$ cat config.mk
export PLATFORM = sky130hd
export DESIGN_NAME = seq_gen
export DESIGN_NICKNAME = d
export VERILOG_FILES = /design/src/rtl/seq_gen.sv
export SDC_FILE = /design/constraint.sdc
export NUM_CORES = 1
export LEC_CHECK = 0
export CORE_MARGIN = 10
export CORE_UTILIZATION = 47
export CTS_CLUSTER_SIZE = 20
export DETAILED_ROUTE_END_ITERATION = 7
export PLACE_DENSITY = 0.71
export SYNTH_ARGS = -nofsm -noshare
export SYNTH_HDL_FRONTEND = slang
export SYNTH_SLANG_ARGS = --single-unit
$ cat constraint.sdc
create_clock -name clk -period 3.9 [get_ports clk]
set_clock_uncertainty 0.15 [all_clocks]
set_input_delay 0.78 -clock clk [delete_from_list [all_inputs] [get_ports clk]]
set_output_delay 0.78 -clock clk [all_outputs]
set_load 0.005 [all_outputs]
$ cat src/rtl/seq_gen.sv
// Three-run symbol generator: emits num=1, 2, 3 for latched run lengths, then a one-cycle done.
// All outputs are registered and follow the state entered on the same edge.
module seq_gen #(
    parameter int unsigned LEN_W = 4
) (
    input  logic             clk,
    input  logic             reset,
    input  logic             start,
    input  logic [LEN_W-1:0] len1,
    input  logic [LEN_W-1:0] len2,
    input  logic [LEN_W-1:0] len3,
    output logic [1:0]       num,
    output logic             busy,
    output logic             done
);

    typedef enum logic [2:0] {
        StIdle,
        StS1,
        StS2,
        StS3,
        StDone
    } state_e;

    state_e state_q, state_d;

    // cnt holds the cycles still to go in the current run, minus one
    logic [LEN_W-1:0] cnt_q, cnt_d;
    logic [LEN_W-1:0] len2_q, len2_d;
    logic [LEN_W-1:0] len3_q, len3_d;

    logic [1:0] num_d;
    logic       busy_d;
    logic       done_d;

    // A zero length runs for one cycle, same as a length of one.
    function automatic logic [LEN_W-1:0] last_idx(input logic [LEN_W-1:0] len);
        return (len == '0) ? '0 : len - LEN_W'(1);
    endfunction

    always_comb begin
        state_d = state_q;
        cnt_d   = cnt_q;
        len2_d  = len2_q;
        len3_d  = len3_q;
        unique case (state_q)
            StIdle: begin
                if (start) begin
                    state_d = StS1;
                    cnt_d   = last_idx(len1);
                    len2_d  = len2;
                    len3_d  = len3;
                end
            end
            StS1: begin
                if (cnt_q == '0) begin
                    state_d = StS2;
                    cnt_d   = last_idx(len2_q);
                end else begin
                    cnt_d = cnt_q - LEN_W'(1);
                end
            end
            StS2: begin
                if (cnt_q == '0) begin
                    state_d = StS3;
                    cnt_d   = last_idx(len3_q);
                end else begin
                    cnt_d = cnt_q - LEN_W'(1);
                end
            end
            StS3: begin
                if (cnt_q == '0) begin
                    state_d = StDone;
                end else begin
                    cnt_d = cnt_q - LEN_W'(1);
                end
            end
            StDone: begin
                state_d = StIdle;
            end
            default: begin
                state_d = StIdle;
                cnt_d   = '0;
            end
        endcase
    end

    // Outputs are decoded from the next state so they appear one cycle after the deciding edge.
    always_comb begin
        num_d  = 2'd0;
        busy_d = 1'b0;
        done_d = 1'b0;
        case (state_d)
            StS1: begin
                num_d  = 2'd1;
                busy_d = 1'b1;
            end
            StS2: begin
                num_d  = 2'd2;
                busy_d = 1'b1;
            end
            StS3: begin
                num_d  = 2'd3;
                busy_d = 1'b1;
            end
            StDone: begin
                done_d = 1'b1;
            end
            default: begin
                num_d  = 2'd0;
                busy_d = 1'b0;
                done_d = 1'b0;
            end
        endcase
    end

    always_ff @(posedge clk) begin
        if (reset) begin
            state_q <= StIdle;
            cnt_q   <= '0;
            len2_q  <= '0;
            len3_q  <= '0;
            num     <= 2'd0;
            busy    <= 1'b0;
            done    <= 1'b0;
        end else begin
            state_q <= state_d;
            cnt_q   <= cnt_d;
            len2_q  <= len2_d;
            len3_q  <= len3_d;
            num     <= num_d;
            busy    <= busy_d;
            done    <= done_d;
        end
    end

endmodule

# Word-level counts from Yosys, hierarchy flattened
# Index checks and enable logic that the tools add are counted.
# totals
register_bits,19
latchBits,0
ramBits,0
rom_bits,0
in_bits,15
out_inout_bits,4
wordCells,46
n_memories,0
# op_classes
addsub,4
n_mul,0
div,0
magnitude_cmp,0
n_eq_ne,10
shifts,0
n_mux,16
bitwise,1
n_reduce_logical,8
# op_table
operator,count
$mux 4,7
$pmux 4 s5,1
$logic_not 4->1,4
$sub 4x1->4 const B,4
$eq 3x2->1 const B,4
$mux 3,4
$pmux 3 s4,1
$eq 3x1->1 const B,2
$eq 3x3->1 const B,2
$pmux 2 s3,1
$ne 2x2->1 const B,2
$logic_not 3->1,1
$reduce_and 3->1,1
$reduce_or 3->1,1
$mux 1,2
$reduce_and 2->1,1
$not 1->1,1

# Longest topological paths before layout
# Gate-level depths: netlist of the first run.
# logic_depth
word_depth,6
depth_mapped,7
mapped_depth_nobuf,6

# Worst setup path after synthesis of the first run
# OpenSTA, ideal clock, no wires.
# synth_timing
kind,in2reg
from,in len1[0]
to,reg cnt_q[2]
setup_ps,122
arrival_time_ps,1964
t_required_ps,3628
slack_ps,1663
cell_stages,6
n_path_buf,0
path_cell_list,inv_1 > ha_1 > nor3b_1 > nor4_1 > a221o_1 > a221o_2
# synth_between
elab_chain_len,4
elab_cells_between_ends,5
cone_classes,1 x add/sub; 3 x mux; 1 x reduce/logical
# synth_rtl
element,line,rtl
start: declaration,9,"input logic [LEN_W-1:0] len1,"
$sub 4x1->4 / $logic_not 4->1 (equally long branches),38,return (len == '0) ? '0 : len - LEN_W'(1);
$mux 4 (*),38,
$mux 4 (*),48,if (start) begin
$pmux 4 s5 (*),46,unique case (state_q)
end signal: assignment,128,cnt_q <= cnt_d;
end: declaration,28,"logic [LEN_W-1:0] cnt_q, cnt_d;"
# Mark *: on every way between the ends. The rest lies on a longest branch, timed or not. The select of a mux whose other input is x is not followed.
# A chain may end at the register's enable or synchronous reset.

==> results of run 1 <==
==> where the power goes <==
part           internal, mW  switching [mW]
Clock                0.0392          0.0648
Sequential            0.247          0.0827
Combinational         0.210           0.229
==> worst min-delay path: cells and delay by family (launching register included) <==
kind | cells | cell delay [ns]
simple gates | 1 | 0.06
flops | 1 | 0.34
compound gates | 1 | 0.05
==> layer usage <==
layer / routed length [um] / vias to the layer above
li1: - / 549
met5: 0 / -
met1: 1190 / 486
met3: 101 / 6
met4: 38 / 0
met2: 1300 / 25
==> layout by cell type (no fill, tap or decap), drive strengths merged, types with 2 or more instances in the layout <==
cell type      netlist  routed
nor2b                2       2
nor3b                5       5
inv                  8       8
nand2               19      19
nor3                 9       9
dfxtp               19      19
or3                  2       2
mux2                 2       2
or3b                 3       3
o22ai                2       2
clkbuf               3       3
nor4                 7       7
a221o                2       2
nand3b               4       4
a21oi                9       9
mux2i                2       2
or2                  2       2
nor2                 9       9
clkdlybuf4s50        0      18
ha                   8       8
xor2                 4       4
o31ai                5       5
==> logic make-up after synthesis <==
logic type      after synthesis  synth area share
buf+inv                      16            0.0651
flops                        19             0.314
fa+ha+maj                     8            0.0826
mux                           4            0.0351
simple gates                 67             0.307
compound gates               26             0.160
xor+xnor                      5            0.0362
==> state kept, by name (all words and copies together), names as in the netlist <==
name	count
done	1
busy	1
len2_q	4
num	2
len3_q	4
cnt_q	4
state_q	3
==> worst max-delay path by stage <==
stage	startpoint	cells past startpoint	slack, ns	endpoint
after floorplan	len1[0]	6	1.66	cnt_q[2]$_SDFFE_PP0P_
after CTS	reset	5	1.34	cnt_q[2]$_SDFFE_PP0P_
after detailed placement	len1[0]	7	1.02	cnt_q[2]$_SDFFE_PP0P_
after global placement	len1[0]	7	1.07	cnt_q[2]$_SDFFE_PP0P_
after global routing	reset	5	1.21	cnt_q[2]$_SDFFE_PP0P_
final	reset	5	1.31	cnt_q[2]$_SDFFE_PP0P_
==> cell type report <==
class	instances	area, um2	share of cell area
clock buffers	3	22.5	0.0160
clock inverters	1	7.51	0.00532
inverters	8	30.0	0.0213
multi-input cells	110	752	0.533
flip-flops and latches	19	380	0.270
well taps	30	37.5	0.0266
repair buffers	18	180	0.128
==> metrics by stage <==
step | setup slack [ns] | utilization | cell area, um2 | power (mW) | std cells
2_1_floorplan | 1.66 | - | 1210 | 0.687 | 145
3_3_place_gp | 1.07 | 0.557 | 1380 | 0.756 | 185
3_5_place_dp | 1.02 | 0.557 | 1380 | 0.767 | 185
4_1_cts | 1.34 | 0.569 | 1410 | 0.874 | 189
5_1_grt | 1.21 | 0.569 | 1410 | 0.948 | 189
6_report | 1.31 | 0.569 | 1410 | 0.873 | 189
==> flow_summary.json, run 1 <==
{
  "status": "completed",
  "use_met1": 0.117,
  "slowest_delay_ns": 0.62,
  "setup.reg_to_reg.worst_slack_ns": 1.73,
  "met3_usage": 0.0335,
  "tightestPinTransition_ns": 0.625,
  "place_hpwl_mm": 2.08,
  "startpoint_type": "input port",
  "finalCritPeriodShare": 0.663,
  "crit_path_end_kind": "flip-flop",
  "syn_area_mm2": 0.00121,
  "hold_viol": 0,
  "avgSynthCellArea_um2": 8.35,
  "postSynth.asyncResetShare": 0,
  "yosys_warnings": 0,
  "antenna_found_initial": 0,
  "dr.pass1.iters": 4,
  "cts_hold_buf": 0,
  "root_buffer": "clkbuf_4",
  "cp_max_fo": 12,
  "cellLeakagePower_nw": 0.515,
  "yosysTopAreaCell": "dfxtp_1",
  "seq_area_frac_synth": 0.314,
  "portBuffers": 18,
  "hold_depth": 2,
  "filler_cell_count": 242,
  "drtIter0Drc": 51,
  "clk_latency_ns": 0.31,
  "drv_slew": 0,
  "cpLargestDelayFamily": "simple AND/OR/NAND/NOR gates",
  "r2r.worst_path.cells": 6,
  "min_period_ns": 2.59,
  "crit_chain": "clkdlybuf4s50_1 > or2_0 > or3_1 > nor3b_1 > a221o_2",
  "setup_viol": 0,
  "via_count": 1066,
  "synth_area_leaders": "dfxtp_1, ha_1, nand2_1, a21oi_1, nor3_1",
  "tns_ns": 0,
  "postRouteAntennaNets": 0,
  "final_layout_size_suffix_gt1_frac": 0.101,
  "min_from": "len3_q[1]$_SDFFE_PP0P_",
  "fp.dieArea_mm2": 0.00501,
  "grt_max_degree": 16,
  "drc": 0,
  "synth.top_cells.by_count": "dfxtp_1, nand2_1, a21oi_1, nor2_1, nor3_1",
  "fmax_ghz": 0.387,
  "htreeDepth": 1,
  "cts_tree": "yes",
  "cts.sinks": 19,
  "slowest_stage": "clkdlybuf4s50_1",
  "synth_top_area_share": 0.314,
  "synth-main-ff-cell": "dfxtp_1",
  "critical_path_buf_inv_count": 1,
  "io_pins": 19,
  "grt.overflow.total": 0,
  "track_usage": 0.103,
  "syn-instance-count": 145,
  "std_cell_rows": 18,
  "gp_congestion": 0.809,
  "powerDensity_mw_per_mm2": 619,
  "synth.distinct_cells": 42,
  "rsz0062_at_grt": "no",
  "coreArea_mm2": 0.00248,
  "critPathKind": "in -> reg",
  "wl_per_cell_um": 13.9,
  "clkSlewWorstSetupHoldPaths_ns": 0.11,
  "cts_buffers": 3,
  "synth_edf_count": 0,
  "relSlewSlack": 0.582,
  "wl_mm": 2.62,
  "grt.met2_usage": 0.178,
  "via_per_inst": 5.64,
  "grt_pass1_vias": 1047,
  "cts_setup_buffers": 0,
  "critPathRequiredTime_ns": 4.01,
  "arrival_ns": 2.69,
  "r2r_start": "cnt_q[0]$_SDFFE_PP0P_",
  "cts_resized": 0,
  "top_usage_layer": "met2",
  "synth_seq_cells": 19,
  "die_y_um": 70.8,
  "die_w_um": 70.8,
  "nets": 183,
  "ir_drop_uv": 472,
  "n_antenna_cell": 0,
  "syn_nets": 168,
  "clock_path_buffers": 2,
  "r2r-end": "cnt_q[2]$_SDFFE_PP0P_",
  "hold_class": "reg -> reg",
  "cap_violations": 0,
  "grt_pass1_wl_mm": 4.46,
  "initial_utilization": 0.489,
  "hold-worst-slack_ns": 0.332,
  "area_growth_pct": 16.4,
  "whs_endpoint": "len3_q[1]$_SDFFE_PP0P_"
}
Power figures use the tool's default switching activity.
==> inputs of run 2 (changes only) <==
--- a/config.mk
+++ b/config.mk
@@ -9,7 +9,7 @@
 export CORE_UTILIZATION = 47
 export CTS_CLUSTER_SIZE = 20
 export DETAILED_ROUTE_END_ITERATION = 7
-export PLACE_DENSITY = 0.71
+export PLACE_DENSITY = 0.74
 export SYNTH_ARGS = -nofsm -noshare
 export SYNTH_HDL_FRONTEND = slang
 export SYNTH_SLANG_ARGS = --single-unit
==> constraint.sdc (replaced) <==
create_clock -name clk -period 2.2 [get_ports clk]
set_clock_uncertainty 0.15 [all_clocks]
set_input_delay 0.44 -clock clk [delete_from_list [all_inputs] [get_ports clk]]
set_output_delay 0.44 -clock clk [all_outputs]
set_load 0.005 [all_outputs]
==> run 2 against run 1 <==
Effect of this change: cell count grew 5.3%; sequential share of layout area shrank 1.3 points; global-route usage grew 0.63 points; worst setup slack lost 1.2 ns; combinational power grew 110%; total power grew 88%; critical path type is now reg -> reg; largest cell class unchanged.
==> flow_summary.json, run 2 (same netlist as run 1, synthesis figures left out) <==
{
  "status": "completed",
  "via_per_inst": 5.63,
  "placed_area_mm2": 0.00146,
  "grt_pass1_wl_mm": 4.75,
  "powerDensity_mw_per_mm2": 1110,
  "wl_mm": 2.81,
  "gp_congestion": 0.814,
  "ir_drop_uv": 824,
  "n_antenna_cell": 0,
  "hold_class": "reg -> reg",
  "total_power_mw": 1.64,
  "min_period_ns": 2.07,
  "rsz0062_at_grt": "no",
  "cts_resized": 0,
  "finalCritPeriodShare": 0.942,
  "hold-worst-slack_ns": 0.333,
  "final_layout_size_suffix_gt1_frac": 0.148,
  "use_met1": 0.117,
  "hold_viol": 0,
  "critPathRequiredTime_ns": 2.24,
  "initial_utilization": 0.489,
  "critical_path_buf_inv_count": 1,
  "reg.largest.list": "cnt_q x4, len2_q x4, len3_q x4",
  "std_cell_rows": 18,
  "grt.overflow.total": 0,
  "postRouteAntennaNets": 0,
  "cts_tree": "yes",
  "startpoint_type": "flip-flop",
  "drc": 0,
  "multi_input_area_um2": 752,
  "filler_cell_count": 238,
  "tightestPinTransition_ns": 0.393,
  "slowest_delay_ns": 0.43,
  "clock_path_buffers": 2,
  "portBuffers": 18,
  "fin_area_mm2": 0.00148,
  "cts_buffers": 3,
  "instances_no_fill": 199,
  "cp_max_fo": 8,
  "io_pins": 19,
  "fmax_ghz": 0.482,
  "cts.sinks": 19,
  "cts_hold_buf": 0,
  "met3_usage": 0.0223,
  "cts_setup_buffers": 0,
  "tns_ns": 0,
  "cap_violations": 0,
  "grt.met2_usage": 0.202,
  "dr.pass1.iters": 4,
  "drtIter0Drc": 77,
  "place_hpwl_mm": 2.25,
  "die_y_um": 70.8,
  "cpLargestDelayFamily": "compound AO/OA/AOI/OAI gates",
  "cellLeakagePower_nw": 0.566,
  "via_count": 1120,
  "place_ws_ns": -0.186,
  "coreArea_mm2": 0.00248,
  "seqCellArea_um2": 380,
  "clkSlewWorstSetupHoldPaths_ns": 0.11,
  "final_util": 0.598,
  "critPathKind": "reg -> reg",
  "setup_viol": 0,
  "arrival_ns": 2.12,
  "track_usage": 0.109,
  "fp.dieArea_mm2": 0.00501,
  "root_buffer": "clkbuf_4",
  "grt_max_degree": 12,
  "antenna_found_initial": 0,
  "grt_pass1_vias": 1125,
  "crit_chain": "inv_1 > ha_1 > or3b_4 > nor3_1 > a221o_1 > a221o_2",
  "top_usage_layer": "met2",
  "die_w_um": 70.8,
  "wl_per_cell_um": 14.1,
  "place_inst": 195,
  "slowest_stage": "dfxtp_1",
  "fin_ws_ns": 0.127,
  "relSlewSlack": 0.735,
  "area_growth_pct": 22.3,
  "clk_latency_ns": 0.29,
  "nets": 193,
  "htreeDepth": 1,
  "drv_slew": 0,
  "crit_path_end_kind": "flip-flop",
  "final_cell_mix": "nand2_1, dfxtp_1, clkdlybuf4s50_1"
}
run 2: cell types whose count changed in the layout (fill, tap and decap cells not counted), sizes merged:
cell	previous run	this run
buf	0	10
clkbuf	3	4
clkinvlp	1	0
run 2: where the power goes:
group,switching [mW],internal (mW)
Sequential,0.118,0.438
Clock,0.110,0.0704
Combinational,0.462,0.446
Total,0.690,0.954
run 2: final timing paths:
path / start / end / slack [ns] / cells after the start
min reg2reg: len2_q[1]$_SDFFE_PP0P_ / len2_q[1]$_SDFFE_PP0P_ / 0.33 / 2
max: cnt_q[1]$_SDFFE_PP0P_ / cnt_q[2]$_SDFFE_PP0P_ / 0.13 / 6
max reg2reg: cnt_q[1]$_SDFFE_PP0P_ / cnt_q[2]$_SDFFE_PP0P_ / 0.13 / 6
min: len2_q[1]$_SDFFE_PP0P_ / len2_q[1]$_SDFFE_PP0P_ / 0.33 / 2
run 2: cell type report:
type                       count  share of cell area
clock buffer                   4              0.0177
inverter                       8              0.0203
timing repair buffer          28               0.172
multi-input combinational    110               0.508
sequential                    19               0.257
tap                           30              0.0253
run 2: layer usage:
metal | share of wire | vias up | wire, um
met5 | 0 | - | 0
met1 | 0.42 | 512 | 1180
met2 | 0.51 | 40 | 1440
met3 | 0.062 | 2 | 175
li1 | - | 566 | -
met4 | 0.0071 | 0 | 20
run 2: worst min-delay path: stages (launching register included):
cell	delay [ns]
dfxtp_1	0.34
nand2_1	0.05
a21oi_1	0.05
